**src/rtl/scan_mux.sv**
```systemverilog
// scan_mux -- registered N-way channel multiplexer with manual select and auto-scan.
//
// The block picks one WIDTH-bit slice out of a packed channel bus and registers it.
// Mode 0 selects the channel from SELECT. Mode 1 scans through the channels, staying
// on each one for DWELL cycles. Mode 1 with Hold high freezes the scan. M and Chan
// load together on the same edge, so M always shows the data of the channel in Chan.
//
// Ports:
//   Clock   in   1               system clock, rising edge
//   Reset   in   1               asynchronous, active-high reset
//   Data    in   CHANNELS*WIDTH  packed inputs, channel k at [k*WIDTH +: WIDTH]
//   SELECT  in   SEL_W           manual channel select
//   Mode    in   1               0 = manual, 1 = auto-scan
//   Hold    in   1               freezes the scan advance while Mode = 1
//   M       out  WIDTH           registered data of channel Chan
//   Chan    out  SEL_W           channel index that M reflects
//   Valid   out  1               high from the first edge after reset onward
//   Wrap    out  1               one-cycle pulse when the scan returns to channel 0
//   SelErr  out  1               one-cycle pulse when an out-of-range SELECT is seen in manual mode
//
// state    | meaning
// ST_MAN   | Mode=0: Chan follows SELECT when it is in range, dwell count held at 0
// ST_SCAN  | Mode=1, Hold=0: dwell count runs and Chan advances every DWELL cycles
// ST_PAUSE | Mode=1, Hold=1: dwell count and Chan frozen, M still reloads

module scan_mux #(
    parameter int WIDTH    = 3,
    parameter int CHANNELS = 8,
    parameter int SEL_W    = 3,
    parameter int DWELL    = 4
) (
    input  logic                      Clock,
    input  logic                      Reset,
    input  logic [CHANNELS*WIDTH-1:0] Data,
    input  logic [SEL_W-1:0]          SELECT,
    input  logic                      Mode,
    input  logic                      Hold,
    output logic [WIDTH-1:0]          M,
    output logic [SEL_W-1:0]          Chan,
    output logic                      Valid,
    output logic                      Wrap,
    output logic                      SelErr
);

    localparam int DW_W = (DWELL > 1) ? $clog2(DWELL) : 1;

    typedef enum logic [1:0] {
        ST_MAN   = 2'd0,
        ST_SCAN  = 2'd1,
        ST_PAUSE = 2'd2
    } state_t;

    state_t            state_q, state_d;
    logic [SEL_W-1:0]  chan_q, chan_d;
    logic [DW_W-1:0]   dwell_q, dwell_d, dwell_cur;
    logic [WIDTH-1:0]  m_q, m_d;
    logic              valid_q;
    logic              wrap_q, wrap_d;
    logic              sel_err_q, sel_err_d;
    logic              last_chan, dwell_done;

    // The mode inputs decide the state again on every edge, and the state they give
    // controls that edge's update. A switch to manual therefore takes SELECT at once.
    always_comb begin
        state_d = ST_MAN;
        if (Mode) begin
            state_d = Hold ? ST_PAUSE : ST_SCAN;
        end
    end

    always_comb begin
        chan_d    = chan_q;
        dwell_d   = dwell_q;
        wrap_d    = 1'b0;
        sel_err_d = 1'b0;
        // A scan that starts out of manual mode always begins with a fresh dwell count.
        dwell_cur  = (state_q == ST_MAN) ? '0 : dwell_q;
        last_chan  = (int'(chan_q) == CHANNELS - 1);
        dwell_done = (int'(dwell_cur) == DWELL - 1);

        case (state_d)
            ST_MAN: begin
                dwell_d = '0;
                if (int'(SELECT) < CHANNELS) begin
                    chan_d = SELECT;
                end else begin
                    sel_err_d = 1'b1;
                end
            end
            ST_SCAN: begin
                if (dwell_done) begin
                    dwell_d = '0;
                    if (last_chan) begin
                        chan_d = '0;
                        wrap_d = 1'b1;
                    end else begin
                        chan_d = chan_q + 1'b1;
                    end
                end else begin
                    dwell_d = dwell_cur + 1'b1;
                end
            end
            ST_PAUSE: begin
                dwell_d = dwell_cur;
            end
            default: begin
                dwell_d = '0;
            end
        endcase

        // M is loaded from the channel that Chan will hold after this edge.
        m_d = Data[int'(chan_d) * WIDTH +: WIDTH];
    end

    always_ff @(posedge Clock or posedge Reset) begin
        if (Reset) begin
            state_q   <= ST_MAN;
            chan_q    <= '0;
            dwell_q   <= '0;
            m_q       <= '0;
            valid_q   <= 1'b0;
            wrap_q    <= 1'b0;
            sel_err_q <= 1'b0;
        end else begin
            state_q   <= state_d;
            chan_q    <= chan_d;
            dwell_q   <= dwell_d;
            m_q       <= m_d;
            valid_q   <= 1'b1;
            wrap_q    <= wrap_d;
            sel_err_q <= sel_err_d;
        end
    end

    assign M      = m_q;
    assign Chan   = chan_q;
    assign Valid  = valid_q;
    assign Wrap   = wrap_q;
    assign SelErr = sel_err_q;

endmodule

```
**config.mk**
```make
export PLATFORM = sky130hd
export DESIGN_NAME = scan_mux
export DESIGN_NICKNAME = d
export VERILOG_FILES = /design/src/rtl/scan_mux.sv
export SDC_FILE = /design/constraint.sdc
export NUM_CORES = 1
export LEC_CHECK = 0
export ABC_CLOCK_PERIOD_IN_PS = 4950
export BUFFER_PORTS_ARGS = -buffer_cell sky130_fd_sc_hd__buf_2
export CAP_MARGIN = 15
export CORE_UTILIZATION = 45
export CTS_BUF_LIST = sky130_fd_sc_hd__clkbuf_4
export CTS_CLUSTER_DIAMETER = 100
export CTS_CLUSTER_SIZE = 20
export DETAILED_ROUTE_END_ITERATION = 16
export PLACE_DENSITY = 0.83
export SLEW_MARGIN = 30
export SYNTH_ARGS = -nofsm -noshare
export SYNTH_HDL_FRONTEND = slang
export SYNTH_SLANG_ARGS = --single-unit
```
**constraint.sdc**
```tcl
create_clock -name Clock -period 4.95 [get_ports Clock]
set_clock_uncertainty 0.2 [all_clocks]
set_input_delay 0.99 -clock Clock [delete_from_list [all_inputs] [get_ports Clock]]
set_output_delay 0.99 -clock Clock [all_outputs]
set_load 0.1 [all_outputs]
```
-- After elaboration in Yosys (flattened, before gate mapping)
Index checks and enable logic that the tools add are counted.
W data, S select, Z words.
- register bits: 12
- input bits: 31
- word-level logic and storage cells: 27
- output and inout port bits: 9
- multiplexer cells: 11
- multiply operators: 1
- reduce and logical (&&, ||, !) cells: 2
- equality and inequality tests: 4
- shifts and indexed selects: 1
- add/subtract/negate cells: 2
- operators with widths (kind ; number):
    $shiftx A24 B6 Y3 ; 1
    $mux W2 ; 4
    $mux W3 ; 2
    $pmux W3 S2 ; 1
    $mul A3 B2 Y5 const B ; 1
    $eq A2 B1 Y1 const B ; 2
    $logic_not A2 Y1 ; 2
    $pmux W2 S2 ; 1
    $add A3 B1 Y3 const B ; 1
    $eq A3 B1 Y1 const B ; 1
    $mux W1 ; 3
    $add A2 B1 Y2 const B ; 1
    $eq A2 B2 Y1 const B ; 1

-- Longest topological paths before layout
Gate-level depths: netlist of the first run.
- word-level depth: 7
- gate-level depth with buffers: 7
- mapped depth without buffers: 6

-- Least setup slack after synthesis of the first run
No wires, ideal clock.
- path kind: register -> register
- from: register chan_q[0], in the netlist Chan[0]
- to: register m_q[0], in the netlist M[0]
- stages on the path, launching flop included: 8
- buffers on the path: 1
- required time: 4.612 ns
- slack: 2.058 ns
- library setup time: 0.138 ns
- clock period less this slack: 2.892 ns
- arrival: 2.554 ns
- cells stage by stage: dfrtp_1 ha_1 ha_1 nand4b_1 o221ai_2 buf_6 mux2_2 mux4_2
- cells in the longest elaborated chain, start to end: 6
- elaborated cells on any way between the ends: 7
- those cells by class: add/sub: 1; mul: 1; eq/ne: 1; shift: 1; mux: 3
- RTL lines (what ; line ; source):
    start: declaration ; 54 ; logic [SEL_W-1:0] chan_q, chan_d;
    start signal: assignment ; 126 ; chan_q <= chan_d;
    $add A3 B1 Y3 / $eq A3 B1 Y1 (equally long branches) ; 97, 78 ;
    $mux W3 (*) ; 93 ; if (last_chan) begin
    $mux W3 (*) ; 91 ; if (dwell_done) begin
    $pmux W3 S2 (*) ; 81 ; case (state_d)
    net chan_d[2] ; 54 ;
    $mul A3 B2 Y5 (*) ; 112 ; m_d = Data[int'(chan_d) * WIDTH +: WIDTH];
    $shiftx A24 B6 Y3 (*) ; 112 ;
    net m_d[0] ; 56 ; logic [WIDTH-1:0] m_q, m_d;
    end signal: assignment ; 128 ; m_q <= m_d;
    end: declaration ; 56 ;
Mark *: on every way through the listed nets, which the timed path passes. The rest lies on a longest branch.

-- Worst setup path after layout of the first run
- from: register state_q[1]
- to: register m_q[1], in the netlist M[1]
- cells in the longest elaborated chain, start to end: 7
- RTL lines (what ; line ; source):
    start: declaration ; 53 ; state_t state_q, state_d;
    start signal: assignment ; 125 ; state_q <= state_d;
    $logic_not A2 Y1 ; 77 ; dwell_cur = (state_q == ST_MAN) ? '0 : dwell_q;
    $mux W2 ; 77 ;
    $eq A2 B1 Y1 ; 79 ; dwell_done = (int'(dwell_cur) == DWELL - 1);
    $mux W3 ; 91 ;
    $pmux W3 S2 ; 81 ;
    $mul A3 B2 Y5 ; 112 ;
    $shiftx A24 B6 Y3 ; 112 ;
    net m_d[1] ; 56 ;
The timed path passes the listed nets, and every way through them passes these cells.

==> key figures, run 1 <==
Setup path
  – CP max FO: 13
  – FF-to-FF End: M[1]
  – Worst path required time: roughly 4.9 ns
  – CP Class: reg2reg
  – Worst setup SP type: flop
  – Reg2Reg Setup Slack: approximately 2.2 ns
  – Worst R2R Path Depth: 6
  – Reg2reg start: state_q[1]
  – Critical Path AT: between 2 and 3 ns
  – CP endpoint: M[1]
  – Critical Path Source: state_q[1]
  – Critical path capture point type: flop

Cells and area
  – Final Non-Filler Cells: roughly 110
  – Ant diodes: 0
  – Multi-input gate area: 397 µm²
  – Final Net Count: about 130
  – Share of cells above drive strength 1: 56.3%
  – FILL cells: ~130
  – FF+latch area: 300 µm²
  – P&R area growth vs syn: 29.1%

Timing
  – Max-slew violations: 0
  – RSZ-0062 raised after global routing: false
  – Final hold vios: 0
  – Final worst path period share: between 50% and 60%
  – Highest Clock Rate: 0.361 GHz
  – Final setup TNS: 0 ns
  – Slew HR: between 50 and 60%
  – Worst hold margin: 0.489 ns
  – Worst slew pin tran: a little under 0.7 ns
  – Tmin final: 2.77 ns
  – Setup ws final: roughly 2.2 ns
  – Final Setup Violations: 0

Logic synthesis
  – Area contributors post-synth: dfrtp_1 41%, mux2_2 11%, mux2_1 9.2%, mux4_2 9.2%, ha_1 5.1%
  – Post-synth EDFFs: 0
  – Synth async-reset ratio: 100%
  – Most common cell in the netlist: dfrtp_1
  – Ys flop type: dfrtp_1
  – Most frequent cells after synthesis: 12 x dfrtp_1, 7 x mux2_2, 6 x mux2_1
  – Post-synthesis cell area: between 700 and 800 µm²
  – Mapped Nets: 91
  – Distinct cell type count after synthesis: 22
  – Syn avg cell area: 12.8 µm²
  – Synth top area share: 41.0%
  – Synth Register Bits: 12
  – Share of the yosys chip area belonging to registers: 41.0%
  – Dominant cell type by area after synthesis: dfrtp_1
  – Synth Instances: 57
  – Yosys warns: 0

Power and ir drop
  – Cell Pwr Density: slightly above 300 nW/µm²
  – Peak supply drop: ~170 µV
  – Static leakage: 0.483 nW
  – Pwr Total: around 0.29 mW

Hold path
  – Hold_sp: dwell_q[1]
  – Hold crit path type: reg2reg

Die
  – Core area: approximately 1500 µm²
  – Die Y: around 42 µm
  – Die width: between 40 and 50 µm
  – Initial core utilization: between 40% and 50%
  – Rows: 14
  – Die Area: 1790 µm²
  – Ports: 40

Global route
  – Largest net degree at the start of global routing: 14
  – Total Routing Usage GR: 16.7%
  – First-pass GRT wire length: around 2200 µm
  – Vias in the first global route: between 500 and 600
  – Gr ovfl total: 0
  – Initial antenna violation count: 0

Placed design
  – Detailed Place HPWL: 1080 µm
  – Setup WS pre-CTS: between 1.5 and 2 ns
  – Placed Cells: 108
  – IO Port Bufs: 38
  – Final GP Congestion: 0.668

Clocking
  – CTS tree: built
  – Clk sinks: 12
  – Setup bufs post-CTS: 0
  – Root Buffer: clkbuf_4
  – Post-CTS Hold Buffers: 0
  – Max clock buf depth: 2
  – Clock-pin slew on the worst setup and hold paths: approximately 0.070 ns
  – Clk Latency, worst-skew pair: 0.26 ns
  – H-Tree Depth: 1
  – CTS Buf Count: 3
  – Post-CTS Resized: 0

Drt
  – Routed wire length: around 1300 µm
  – Drt pass-1 iters: 3
  – DRC: 0
  – Post-DR vias/cell: between 5 and 6
  – Vias: between 500 and 600
  – Antenna Nets Post-Route: 0
  – Starting DRT DRC Count: 2
  – Drt wl/cell: approximately 12 µm

Run status
  – Status: finished clean

Job
  – Max_cap viols: 0
where the power goes:
group          switching (mW)  total [mW]  internal (mW)
logic                  0.0807       0.115         0.0348
registers             0.00375       0.111          0.107
clock network          0.0307      0.0598         0.0291
total                   0.115       0.286          0.171
layer usage:
metal	wire (µm)	track usage (%)
met1	506	17.5
met2	699	30.2
met3	81	3.88
met4	8	9.38
met5	0	0
metrics by stage:
stage	cell area (µm²)	utilization, %
after floorplan	732	-
after global placement	918	61.0
after detailed placement	918	61.0
after CTS	945	62.7
after global routing	945	62.7
final	945	62.7
state kept, by name (all words and copies together), names as in the netlist:
name and count:
M 3, Chan 3, Wrap 1, dwell_q 2
Valid 1, state_q 2
critical path, cell delays in order, from the launching register on:
cell	delay [ns]
dfrtp_1	0.38
o21a_1	0.21
ha_1	0.23
nor2b_2	0.19
o221ai_2	0.56
mux2_2	0.41
mux4_2	0.46
area by class of cell:
class / instances / area share [%]
Multi-Input combinational cell: 39 / 42.0
Sequential cell: 12 / 31.8
Timing Repair Buffer: 38 / 20.1
Clock buffer: 3 / 2.38
Tap cell: 16 / 2.12
Inverter: 3 / 1.19
Clock inverter: 1 / 0.397
worst min-delay path by stage:
| stage | end | slack (ns) | cells after the start |
|---|---|---|---|
| finish | dwell_q[1] | 0.49 | 3 |
| global route | state_q[0] | 0.55 | 2 |
| CTS | dwell_q[1] | 0.51 | 3 |
| detailed placement | dwell_q[1] | 0.49 | 3 |
| global placement | dwell_q[1] | 0.44 | 3 |
| floorplan | dwell_q[1] | 0.42 | 3 |
placed cells by master (no fill, tap or decap), drive strengths merged:
master,n
a21oi,1
o21a,2
nor2,2
mux4,3
inv,3
and3,1
ha,3
mux2i,3
nand4b,1
nor2b,3
and2,2
o221ai,1
mux2,13
conb,2
buf,38
nand2,1
clkbuf,3
dfrtp,12
xnor2,1
clkinv,1
cell families after synthesis:
logic type	share of synthesized area, %
adder cells (fa/ha/maj)	5.13
other	1.03
multiplexers	33.3
XOR/XNOR	1.20
flip-flops	41.0
AND/OR/NAND/NOR	8.21
AO/OA/AOI/OAI	5.30
buffers and inverters	4.79
(Power assumes the default switching activity.)
==> inputs of run 2 (changes only) <==
ABC_CLOCK_PERIOD_IN_PS = 2900   (was 4950)
clock period = 2.9 ns   (was 4.95 ns; I/O delays follow)
==> run 2 against run 1 <==
Fmax increased by 8.1%. Critical endpoint unchanged. Clock power increased by 67%. Sequential share of layout area decreased by 0.13 points.
==> key figures, run 2 (synthesis gave the netlist of run 1 again) <==
Placed design
  – IO Port Bufs: 38 (unchanged)
  – Final GP Congestion: 0.698 (+4.6%)
  – Detailed Place HPWL: 1110 µm (+2.4%)

Clocking
  – Post-CTS Resized: 0 (unchanged)
  – Root Buffer: clkbuf_4
  – Clock-pin slew on the worst setup and hold paths: 0.07 ns (about the same)
  – Clk sinks: 12 (unchanged)
  – H-Tree Depth: 1 (unchanged)
  – CTS Buf Count: 3 (unchanged)
  – Clk Latency, worst-skew pair: 0.27 ns (about the same)
  – Post-CTS Hold Buffers: 0 (unchanged)
  – Setup bufs post-CTS: 0 (unchanged)
  – Max clock buf depth: 2 (unchanged)
  – CTS tree: built

Power and ir drop
  – Peak supply drop: 235 µV (+38%)
  – Cell Pwr Density: 515 nW/µm² (+70%)
  – Pwr Total: 0.489 mW (+71%)
  – Static leakage: 0.486 nW (+0.70%)

Global route
  – Total Routing Usage GR: 17.1% (+0.36 points)
  – Initial antenna violation count: 0 (unchanged)
  – First-pass GRT wire length: 2260 µm (+3.5%)
  – Gr ovfl total: 0 (unchanged)
  – Largest net degree at the start of global routing: 14 (unchanged)
  – Vias in the first global route: 531 (-9.2%)

Drt
  – Post-DR vias/cell: 4.93 (-2.1%)
  – Antenna Nets Post-Route: 0 (unchanged)
  – Vias: 552 (-2.1%)
  – Starting DRT DRC Count: 5 (+3)
  – Drt wl/cell: 12.2 µm (+5.1%)
  – Drt pass-1 iters: 3 (unchanged)
  – Routed wire length: 1360 µm (+5.1%)
  – DRC: 0 (unchanged)

Die
  – Die Y: 42.3 µm (unchanged)
  – Die width: 42.3 µm (unchanged)
  – Initial core utilization: 48.6% (unchanged)
  – Core area: 1510 µm² (unchanged)
  – Die Area: 1790 µm² (unchanged)
  – Rows: 14 (unchanged)
  – Ports: 40 (unchanged)

Cells and area
  – P&R area growth vs syn: 29.6%
  – Commonest non-fill, non-tap cell in the layout: buf_2
  – Ant diodes: 0 (unchanged)
  – Share of cells above drive strength 1: 57.3% (+1.0 points)
  – Most frequent cells in the layout: 38 x buf_2, 12 x dfrtp_1, 7 x mux2_2, 6 x mux2_1
  – Final Net Count: 132 (+0.76%)

Setup path
  – Worst R2R Path Depth: 7 (+1)
  – FF-to-FF End: M[1]
  – Worst path max stage delay: 0.47 ns (-0.09 ns)
  – CP endpoint: M[1]
  – Crit-path leading delay family: multiplexers
  – Critical Path Source: state_q[1]
  – Worst path required time: 2.84 ns (-2.05 ns)
  – Critical path capture point type: flop
  – Crit path cell chain: o21a_1 > ha_1 > nor2b_2 > o221ai_2 > buf_4 > mux2_2 > mux4_2
  – CP Class: reg2reg
  – Buf+Inv Stages, Crit Path: 1 (+1)
  – Reg2Reg Setup Slack: 0.34 ns (-1.84 ns)
  – Reg2reg start: state_q[1]
  – Number of cells on the critical path: 7 (+1)
  – Worst setup SP type: flop
  – Slowest CP cell: mux4_2
  – CP max FO: 13 (unchanged)
  – Critical Path AT: 2.50 ns (-0.21 ns)

Run status
  – Status: finished clean

Hold path
  – Hold crit path type: in2async

Timing
  – RSZ-0062 raised after global routing: false
  – Tmin final: 2.56 ns (-0.207 ns)
  – Final worst path period share: 88.4% (+32 points)
  – Final setup TNS: 0 ns (unchanged)
  – Max-slew violations: 0 (unchanged)
  – Final Setup Violations: 0 (unchanged)
  – Highest Clock Rate: 0.390 GHz (+8.1%)
  – Final hold vios: 0 (unchanged)

Job
  – Max_cap viols: 0 (unchanged)
## run 2: cell count changes in the layout (fill, tap and decap cells not counted), sizes merged
cell and delta:
clkinv -1, buf +1
## run 2: where the power goes
group / internal (mW) / total, mW / switching (mW) / leakage [nW]
clock network: 0.0480 / 0.100 / 0.0521 / 0.0138
logic: 0.0606 / 0.200 / 0.139 / 0.324
registers: 0.182 / 0.189 / 0.00682 / 0.148
## run 2: worst min path at each step
| stage | startpoint | end | slack [ns] | cells after the start |
|---|---|---|---|---|
| global route | Reset | state_q[0] | 0.14 | 2 |
| detailed placement | Reset | Valid | 0.41 | 2 |
| finish | Reset | state_q[0] | 0.11 | 2 |
| CTS | Reset | state_q[0] | 0.12 | 2 |
| global placement | Reset | Wrap | 0.40 | 2 |
| floorplan | Reset | Chan[0] | 0.24 | 1 |
## run 2: final cells by class
cell class / instances / area (µm²)
tap: 16 / 20.0
multi-input combinational: 39 / 397
sequential: 12 / 300
timing repair buffer: 39 / 198
fill: 135 / 558
inverter: 3 / 11.3
clock buffer: 3 / 22.5
## run 2: through the flow
stage          hold WS (ns)  cell area [µm²]  util, %  setup WS, ns  std cells
5_1_grt               0.142              948     63.0         0.211        112
3_3_place_gp          0.399              926     61.5         0.447        109
6_report              0.111              948     63.0         0.337        112
2_1_floorplan         0.245              732        -       0.00791         57
3_5_place_dp          0.413              926     61.5         0.332        109
4_1_cts               0.124              948     63.0         0.318        112
## run 2: layer usage
metal | track usage (%) | wire [µm] | vias to the layer above
li1 | - | - | 279
met1 | 22.0 | 610 | 243
met2 | 27.4 | 649 | 28
met3 | 3.88 | 83 | 2
met4 | 7.50 | 18 | 0
met5 | 0 | 0 | -
